==> src/rtl/kbd_tx_ctrl.sv <==
// kbd_tx_ctrl: FIFO-buffered Amiga keyboard frame sequencer with CIA handshake, timeout resync and grant arbitration.
// Optional KBD_POWERUP_SEQ_EN sends 0xFD/0xFE init frames after reset before any queued keycode.
module kbd_tx_ctrl #(
   parameter int TICK_DIV      = 14,
   parameter int T_PHASE_US    = 20,
   parameter int HS_TIMEOUT_US = 143000,
   parameter int FIFO_DEPTH    = 8
) (
   input  logic                          CLKCPU_A,
   input  logic                          RESET_N,
   input  logic [7:0]                    KEY_CODE,
   input  logic                          KEY_VALID,
   output logic                          KEY_READY,
   input  logic                          KB_GRANT,
   input  logic                          KB_DATA_IN,
   output logic                          KB_CLOCK_LO,
   output logic                          KB_DATA_LO,
   output logic                          BUSY,
   output logic [$clog2(FIFO_DEPTH):0]   FIFO_LEVEL,
   output logic                          OVERFLOW,
   input  logic                          OVF_CLR
);
   localparam int AW = $clog2(FIFO_DEPTH);
   localparam int LW = AW + 1;
   localparam int PW = $clog2(TICK_DIV + 1);
   localparam int TW = $clog2(T_PHASE_US + 1);
   localparam int HW = $clog2(HS_TIMEOUT_US + 1);

   typedef enum logic [2:0] {IDLE, SETUP, CLK_LO, CLK_HI, RELEASE, HS_LOW, HS_HIGH, RESYNC} state_t;

   logic [PW-1:0] pre;
   logic          tick;
   logic [1:0]    sync;
   logic          kdat;
   logic [7:0]    mem [FIFO_DEPTH];
   logic [AW-1:0] wp, rp;
   logic [LW-1:0] lvl, lvl_nx;
   logic          rdy, ovf, push, drop, pop_req, pop_fifo, avail;
   logic [7:0]    head;
   state_t        st;
   logic [2:0]    bcnt;
   logic [1:0]    ph;
   logic [7:0]    tx;
   logic [TW-1:0] pt;
   logic [HW-1:0] ht;
   logic          low_seen, retried, clk_lo, dat_lo, busy;
   logic          drive, phase_end, hs_to;

   assign tick = pre == PW'(TICK_DIV - 1);
   assign kdat = sync[1];

   always_ff @(posedge CLKCPU_A or negedge RESET_N)
      if (!RESET_N) begin
         pre  <= '0;
         sync <= 2'b11;
      end else begin
         pre  <= tick ? '0 : pre + 1'b1;
         sync <= {sync[0], KB_DATA_IN};
      end

   assign push   = KEY_VALID & rdy;
   assign drop   = KEY_VALID & (lvl == LW'(FIFO_DEPTH));
   assign lvl_nx = lvl + LW'(push) - LW'(pop_fifo);

   always_ff @(posedge CLKCPU_A)
      if (push) mem[wp] <= KEY_CODE;

   always_ff @(posedge CLKCPU_A or negedge RESET_N)
      if (!RESET_N) begin
         wp  <= '0;
         rp  <= '0;
         lvl <= '0;
         rdy <= 1'b0;
         ovf <= 1'b0;
      end else begin
         wp  <= wp + AW'(push);
         rp  <= rp + AW'(pop_fifo);
         lvl <= lvl_nx;
         rdy <= lvl_nx != LW'(FIFO_DEPTH);
         ovf <= drop | (ovf & ~OVF_CLR);
      end

   // A handshake completed after a resync leaves the byte queued so it is resent.
   assign pop_req = (st == HS_HIGH) & kdat & ~retried;

`ifdef KBD_POWERUP_SEQ_EN
   logic [1:0] pu;
   logic       pu_act;
   assign pu_act   = pu != 2'd2;
   assign head     = pu_act ? (pu[0] ? 8'hFE : 8'hFD) : mem[rp];
   assign avail    = pu_act | (lvl != '0);
   assign pop_fifo = pop_req & ~pu_act;
   always_ff @(posedge CLKCPU_A or negedge RESET_N)
      if (!RESET_N) pu <= 2'd0;
      else if (pop_req & pu_act) pu <= pu + 2'd1;
`else
   assign head     = mem[rp];
   assign avail    = lvl != '0;
   assign pop_fifo = pop_req;
`endif

   assign drive     = st inside {SETUP, CLK_LO, CLK_HI, RESYNC};
   assign phase_end = tick && pt == TW'(T_PHASE_US - 1);
   assign hs_to     = tick && ht == HW'(HS_TIMEOUT_US - 1);

   always_ff @(posedge CLKCPU_A or negedge RESET_N)
      if (!RESET_N) begin
         pt <= '0;
         ht <= '0;
      end else begin
         pt <= (!drive || phase_end) ? '0 : pt + TW'(tick && pt != TW'(T_PHASE_US));
         ht <= (st inside {HS_LOW, HS_HIGH}) ? ht + HW'(tick && ht != HW'(HS_TIMEOUT_US)) : '0;
      end

   always_ff @(posedge CLKCPU_A or negedge RESET_N)
      if (!RESET_N) begin
         st       <= IDLE;
         bcnt     <= 3'd0;
         ph       <= 2'd0;
         tx       <= 8'd0;
         low_seen <= 1'b0;
         retried  <= 1'b0;
         clk_lo   <= 1'b0;
         dat_lo   <= 1'b0;
         busy     <= 1'b0;
      end else if (drive && !KB_GRANT) begin
         st     <= IDLE;
         clk_lo <= 1'b0;
         dat_lo <= 1'b0;
         busy   <= 1'b0;
      end else begin
         case (st)
            IDLE:
               if (avail && KB_GRANT) begin
                  st      <= SETUP;
                  tx      <= {head[6:0], head[7]};
                  bcnt    <= 3'd7;
                  dat_lo  <= head[6];
                  busy    <= 1'b1;
                  retried <= 1'b0;
               end
            SETUP:
               if (phase_end) begin
                  st     <= CLK_LO;
                  clk_lo <= 1'b1;
               end
            CLK_LO:
               if (phase_end) begin
                  st     <= CLK_HI;
                  clk_lo <= 1'b0;
               end
            CLK_HI:
               if (phase_end) begin
                  bcnt   <= bcnt - 3'd1;
                  st     <= (bcnt == 3'd0) ? RELEASE : SETUP;
                  dat_lo <= (bcnt != 3'd0) & tx[bcnt - 3'd1];
               end
            RELEASE:
               if (tick) begin
                  st       <= HS_LOW;
                  low_seen <= 1'b0;
               end
            HS_LOW:
               if (hs_to) begin
                  st      <= RESYNC;
                  ph      <= 2'd0;
                  dat_lo  <= 1'b1;
                  retried <= 1'b1;
               end else if (tick) begin
                  low_seen <= !kdat;
                  if (!kdat && low_seen) st <= HS_HIGH;
               end
            HS_HIGH:
               if (kdat) begin
                  st   <= IDLE;
                  busy <= 1'b0;
               end else if (hs_to) begin
                  st      <= RESYNC;
                  ph      <= 2'd0;
                  dat_lo  <= 1'b1;
                  retried <= 1'b1;
               end
            RESYNC:
               if (phase_end) begin
                  ph     <= ph + 2'd1;
                  clk_lo <= ph == 2'd0;
                  if (ph == 2'd2) begin
                     st       <= HS_LOW;
                     dat_lo   <= 1'b0;
                     low_seen <= 1'b0;
                  end
               end
            default: st <= IDLE;
         endcase
      end

   assign KEY_READY   = rdy;
   assign KB_CLOCK_LO = clk_lo;
   assign KB_DATA_LO  = dat_lo;
   assign BUSY        = busy;
   assign FIFO_LEVEL  = lvl;
   assign OVERFLOW    = ovf;
endmodule
==> config.mk <==
export PLATFORM = sky130hd
export DESIGN_NAME = kbd_tx_ctrl
export DESIGN_NICKNAME = d
export VERILOG_FILES = /design/src/rtl/kbd_tx_ctrl.sv
export SDC_FILE = /design/constraint.sdc
export NUM_CORES = 1
export LEC_CHECK = 0
export CAP_MARGIN = 20
export CORE_MARGIN = 2
export CORE_UTILIZATION = 55
export DETAILED_ROUTE_END_ITERATION = 6
export GPL_ROUTABILITY_DRIVEN = 0
export PLACE_DENSITY = 0.76
export SYNTH_ARGS = -nofsm -noshare
export SYNTH_HDL_FRONTEND = slang
export SYNTH_SLANG_ARGS = --single-unit
export TNS_END_PERCENT = 1
==> constraint.sdc <==
create_clock -name CLKCPU_A -period 2.4 [get_ports CLKCPU_A]
set_input_delay 0.24 -clock CLKCPU_A [delete_from_list [all_inputs] [get_ports CLKCPU_A]]
set_output_delay 0.24 -clock CLKCPU_A [all_outputs]
set_load 0.01 [all_outputs]
==> impl_metrics.tcl, run 1 <==
set metrics [dict create \
    outcome "complete, but fails checks" \
    violations "negative setup slack" \
    ff2ff_setup_slack_ps -30 \
    dp_cells 614 \
    vdd_drop_max_uv 667 \
    layout.cells.non_filler 649 \
    synth_area_leader_cell "edfxtp_1" \
    drt_wl_total_mm 11.7 \
    syn_area_mm2 0.00588 \
    dieWidth_um 107 \
    grt_start_max_net_pins 63 \
    finalSetupViolCount 2 \
    drv_cap 0 \
    ys_async_sr_fraction 0.492 \
    min_from "KB_DATA_IN" \
    yosys-top-cells-area "edfxtp_1, dfrtp_1, mux4_2" \
    r2r-start "ht[16]$_DFF_PN0_" \
    h-tree-depth 4 \
    drtPass1Iterations 5 \
    syn_inst 450 \
    start_util 0.567 \
    cts_made_buffers 17 \
    vias_per_cell 5.78 \
    clk_path_buf_depth 2 \
    port_buffers 22 \
    placed_area_mm2 0.00636 \
    ant_nets 0 \
    synth_top_area_share 0.327 \
    synth_edf_count 64 \
    area_delta_synth_final_pct 18.6 \
    endpoint_kind "flop" \
    tightest_slew_ps 788 \
    hold_viol 0 \
    start_kind "flop" \
    hp-class "primary input to flop" \
    cts-root-buf "clkbuf_8" \
    pre_cts_ws_ps 23.6 \
    drc 0 \
    totalPowerFinal_w 0.00651 \
    drtIter0Drc 220 \
    core_mm2 0.0104 \
    maxSlewHeadroom 0.474 \
    wl_per_cell_um 18.1 \
    die_area_mm2 0.0115 \
    syn_area_per_cell_um2 13.1 \
    final_cell_mix "edfxtp_1, dfrtp_1, nor2_1, nand2_1, buf_4" \
    cellLeakagePower_nw 2.73 \
    rsz0062_at_grt "yes" \
    synth_cell_types 64 \
    grt_pass1_wl_mm 19.4 \
    clock_sinks 126 \
    fin_crit_sh 1.01 \
    gr-total-overflow 0 \
    drive_above_1_share 0.189 \
    ys_dominant_reg_cell "edfxtp_1" \
    slew_violations 0 \
    num-fill-cells 738 \
    synth-seq-cells 126 \
    r2r-end "ht[8]$_DFF_PN0_" \
    num_vias 3753 \
    synth.net_count 484 \
    min_path_cells 1 \
    skew_ps 15.0 \
    cp-startpoint "ht[16]$_DFF_PN0_" \
    ff_latch_area_mm2 0.00348 \
    clkTransAtPathRegs_ps 60 \
    fin_ws_ps -27.5 \
    min_period_ps 2430 \
    diodes 0 \
    grt_usage 0.223 \
    clkLatencyLatePin_ps 520 \
    hpwl_mm 7.57 \
    antenna_found_initial 0 \
    hold_end "sync[0]$_DFF_PN1_" \
    critPathMaxFanout 4 \
    num-nets-final 534 \
    cp.arrival_ps 2830 \
    io_pins 23 \
    die_h_um 107 \
    r2r_cells 11 \
    ys_seq_area_frac 0.591 \
    worstPathRequired_ps 2800 \
    cts_tree "done" \
    post-route-cell-area_mm2 0.00698 \
    criticalPathCategory "flop to flop" \
    grt_pass1_vias 3850 \
    pwr_density_cell_mw_per_mm2 933 \
    multi_input_area_mm2 0.00231 \
    synth_warnings 0 \
    fmax_mhz 412 \
    fp-row-count 37 \
    final_common_cell "edfxtp_1" \
]
-- Yosys cell counts, types with 6 or more instances --
library cell,number
xor2_1,17
and3_1,7
nor3_1,8
xnor2_1,6
nand2b_1,13
nor2_1,43
clkbuf_1,9
ha_1,19
edfxtp_1,64
a21oi_1,16
nand3_1,15
nor2b_1,7
nand4_1,7
mux4_2,18
o21ai_0,13
nand2_1,27
mux2i_1,10
dfrtp_1,60
inv_1,16
-- worst max path at each step --
| stage | endpoint | cells past startpoint |
|---|---|---|
| 2_1_floorplan | KEY_READY$_DFF_PN0_ | 10 |
| 3_3_place_gp | ht[8]$_DFF_PN0_ | 11 |
| 3_5_place_dp | ht[8]$_DFF_PN0_ | 11 |
| 4_1_cts | ht[8]$_DFF_PN0_ | 11 |
| 5_1_grt | ht[8]$_DFF_PN0_ | 11 |
| 6_report | ht[8]$_DFF_PN0_ | 11 |
-- registers in the layout, summed over array words and instances (netlist names), 2 cells and up --
signal      count
mem            64
ht             18
ph              2
pre             4
st              3
rp              3
bcnt            3
FIFO_LEVEL      4
sync            2
tx              8
pt              5
wp              3
-- kinds of logic (layout without fill, tap and decap cells) --
logic type	count (synthesis)	in the layout	share of synthesized area
AOI/OAI and AO/OA	59	59	0.0676
xor gates and xnor gates	23	23	0.0342
adders and majority gates	20	20	0.0438
buffers and inverters	33	96	0.0240
DFF	126	126	0.591
muxes	29	29	0.0878
and+or+nand+nor	160	160	0.152
-- power breakdown --
part | total (W) | leakage (nW) | switching, W | internal (W)
Clock | 0.00237 | 0.261 | 0.000899 | 0.00147
Sequential | 0.00280 | 1.36 | 0.000174 | 0.00262
Combinational | 0.00135 | 1.10 | 0.000759 | 0.000586
Total | 0.00651 | 2.73 | 0.00183 | 0.00468
-- repair_timing --
item                                    CTS  global route
setup buffers                             0             2
gates cloned                              0             0
pin swaps                                 0             4
hold buffers                              1             0
endpoints found under the setup margin    1            12
resized for setup                         1             8
hold endpoints to repair                 60             0
-- metrics by stage --
stage                     hold WS [ps]  TNS, ps   util
after floorplan                  -55.6        0      -
after global placement             372        0  0.613
after detailed placement           380        0  0.613
after CTS                          113        0  0.668
after global routing               106    -1030  0.673
final                              121    -34.6  0.673
-- critical path, stage by stage, from the launching register on --
cell and delay [ps]:
dfrtp_1 410, nor4bb_2 370, nand4_1 240, nor4_2 280, nor2_1 80, ha_2 200
ha_4 170, nand3_2 80, nor2_1 70, and3_1 190, xnor2_1 160, nor2_1 50
-- area by class of cell --
type                    instances  area share
flip-flops and latches        126       0.498
multi-input cells             291       0.331
clock buffers                  22      0.0620
repair buffers                 48      0.0592
well taps                     136      0.0244
clock inverters                10      0.0165
inverters                      16     0.00860
-- routing by layer --
layer / vias to the layer above / GRT usage / routed length, µm
met2: 73 / 0.384 / 6240
met3: 23 / 0.0521 / 375
met4: 0 / 0.0788 / 201
li1: 1757 / - / -
met5: - / 0 / 0
met1: 1900 / 0.277 / 4910
Note: power is estimated with default switching activity, not from simulation.
==> run 2, diff against run 1 <==
--- a/config.mk
+++ b/config.mk
@@ -5,12 +5,12 @@
 export SDC_FILE = /design/constraint.sdc
 export NUM_CORES = 1
 export LEC_CHECK = 0
-export CAP_MARGIN = 20
+export CAP_MARGIN = 30
 export CORE_MARGIN = 2
 export CORE_UTILIZATION = 55
 export DETAILED_ROUTE_END_ITERATION = 6
 export GPL_ROUTABILITY_DRIVEN = 0
-export PLACE_DENSITY = 0.76
+export PLACE_DENSITY = 0.73
 export SYNTH_ARGS = -nofsm -noshare
 export SYNTH_HDL_FRONTEND = slang
 export SYNTH_SLANG_ARGS = --single-unit
==> run 2 against run 1 <==
The flow now finishes without violations; die area unchanged; register-to-register slack improved by 90 ps; largest power group unchanged; power increased by 4.5%; sequential power about the same; utilization increased by 0.74 points; setup slack improved by 95 ps.
==> impl_metrics.tcl, run 2 (synthesized netlist as in run 1, its figures left out) <==
set metrics [dict create \
    outcome "finished clean" \
    drv_cap 0 \
    diodes 0 \
    crit_top_cell "nor2_1" \
    core_mm2 0.0104 \
    skew_ps 5.96 \
    h-tree-depth 4 \
    drc 0 \
    slew_violations 0 \
    cts-root-buf "clkbuf_8" \
    wl_per_cell_um 17.8 \
    clock_sinks 126 \
    dieWidth_um 107 \
    drtIter0Drc 212 \
    largest_reg_flops 64 \
    die_area_mm2 0.0115 \
    cellLeakagePower_nw 2.78 \
    dp_cells 616 \
    hpwl_mm 7.61 \
    hp-class "primary input to flop" \
    hold_end "sync[0]$_DFF_PN1_" \
    grt_usage 0.221 \
    start_util 0.567 \
    num-nets-final 536 \
    port_buffers 22 \
    top_regs "mem: 64 flops, ht: 18 flops, tx: 8 flops" \
    r2r-end "ht[8]$_DFF_PN0_" \
    r2r_cells 11 \
    cp.arrival_ps 2720 \
    maxSlewHeadroom 0.566 \
    final_common_cell "edfxtp_1" \
    grt_pass1_vias 3772 \
    ant_nets 0 \
    vias_per_cell 5.80 \
    pwr_density_cell_mw_per_mm2 964 \
    min_path_cells 1 \
    r2r-start "ht[5]$_DFF_PN0_" \
    criticalPathCategory "flop to flop" \
    drtPass1Iterations 4 \
    fmax_mhz 429 \
    grt_pass1_wl_mm 19.3 \
    critPathMaxFanout 5 \
    tns_ps 0 \
    fin_crit_sh 0.972 \
    path_cells "nor4bb_2, nand4_1, nor4_2, nor2_1, ha_1, ha_2, nand3_2, nor2_1, and3_1, xnor2_1, nor2_1" \
    placed_area_mm2 0.00639 \
    vdd_drop_max_uv 716 \
    whs_ps 132 \
    area_delta_synth_final_pct 19.9 \
    fp-row-count 37 \
    worstPathRequired_ps 2790 \
    die_h_um 107 \
    final_cell_mix "edfxtp_1, dfrtp_1, nor2_1, nand2_1, buf_4" \
    clk_path_buf_depth 2 \
    num_vias 3776 \
    antenna_found_initial 0 \
    cts_made_buffers 17 \
    io_pins 23 \
    rsz0062_at_grt "yes" \
    regMostFlops "mem" \
    clkTransAtPathRegs_ps 60 \
    endpoint_kind "flop" \
    gr-total-overflow 0 \
    start_kind "flop" \
    tightest_slew_ps 651 \
    post-route-cell-area_mm2 0.00706 \
    clkLatencyLatePin_ps 510 \
    layout.cells.non_filler 651 \
    min_from "KB_DATA_IN" \
    cts_tree "done" \
    ff2ff_setup_slack_ps 70 \
    drt_wl_total_mm 11.6 \
    hold_viol 0 \
    num-fill-cells 731 \
    finalSetupViolCount 0 \
    max_stage_delay_ps 420 \
    slowest_stage "dfrtp_1" \
    grt_start_max_net_pins 36 \
    drive_above_1_share 0.200 \
    min_period_ps 2330 \
]
-- run 2: changes by cell type in the layout (fill, tap and decap cells not counted), moves of 2 or more --
cell / change
clkbuf_1: -5
inv_6: +5
inv_8: +3
clkinv_2: -2
-- run 2: per-stage QoR --
step | util | setup WS [ps] | total power (W)
floorplan | - | 69.5 | 0.00368
global placement | 0.616 | 84.6 | 0.00411
CTS | 0.677 | 4.54 | 0.00687
finish | 0.681 | 67.3 | 0.00680
detailed placement | 0.616 | -29.2 | 0.00417
global route | 0.681 | -89.2 | 0.00715
-- run 2: how the worst max path moves through the flow --
stage / depth (start not counted) / to / from
final: 11 / ht[8]$_DFF_PN0_ / ht[5]$_DFF_PN0_
after global routing: 11 / ht[8]$_DFF_PN0_ / ht[5]$_DFF_PN0_
after CTS: 11 / ht[8]$_DFF_PN0_ / ht[5]$_DFF_PN0_
after detailed placement: 11 / ht[8]$_DFF_PN0_ / ht[5]$_DFF_PN0_
after global placement: 11 / ht[8]$_DFF_PN0_ / ht[5]$_DFF_PN0_
after floorplan: 10 / KEY_READY$_DFF_PN0_ / st[1]$_DFFE_PN0P_
-- run 2: repair_timing --
action                                 CTS  global route
pin swaps                                0             4
buffers inserted                         0             2
gates resized for setup                  1             6
setup endpoints to repair                1            11
hold buffers                             1             0
endpoints found under the hold margin   25             0
-- run 2: area by class of cell --
class | count | area [µm²] | share of cell area
clock buffers | 17 | 414 | 0.0587
clock inverters | 15 | 196 | 0.0278
inverters | 16 | 60.1 | 0.00851
multi-input cells | 291 | 2300 | 0.326
flip-flops and latches | 126 | 3480 | 0.493
well taps | 136 | 170 | 0.0241
repair buffers | 50 | 440 | 0.0624
-- run 2: power by group --
part	total, W	switching, W	internal (W)
Clock	0.00266	0.00104	0.00162
Combinational	0.00136	0.000762	0.000599
Sequential	0.00278	0.000165	0.00262
-- run 2: per-layer routing --
layer,GRT usage,share of wire
met5,0,0
met3,0.0466,0.043
met1,0.294,0.44
met4,0.0788,0.013
met2,0.362,0.50
-- run 2: critical path: cells and delay by family (launching register included) --
kind,cells,cell delay (ps)
DFF,1,420
and+or+nand+nor,8,1250
adders and majority gates,2,420
xor gates and xnor gates,1,130
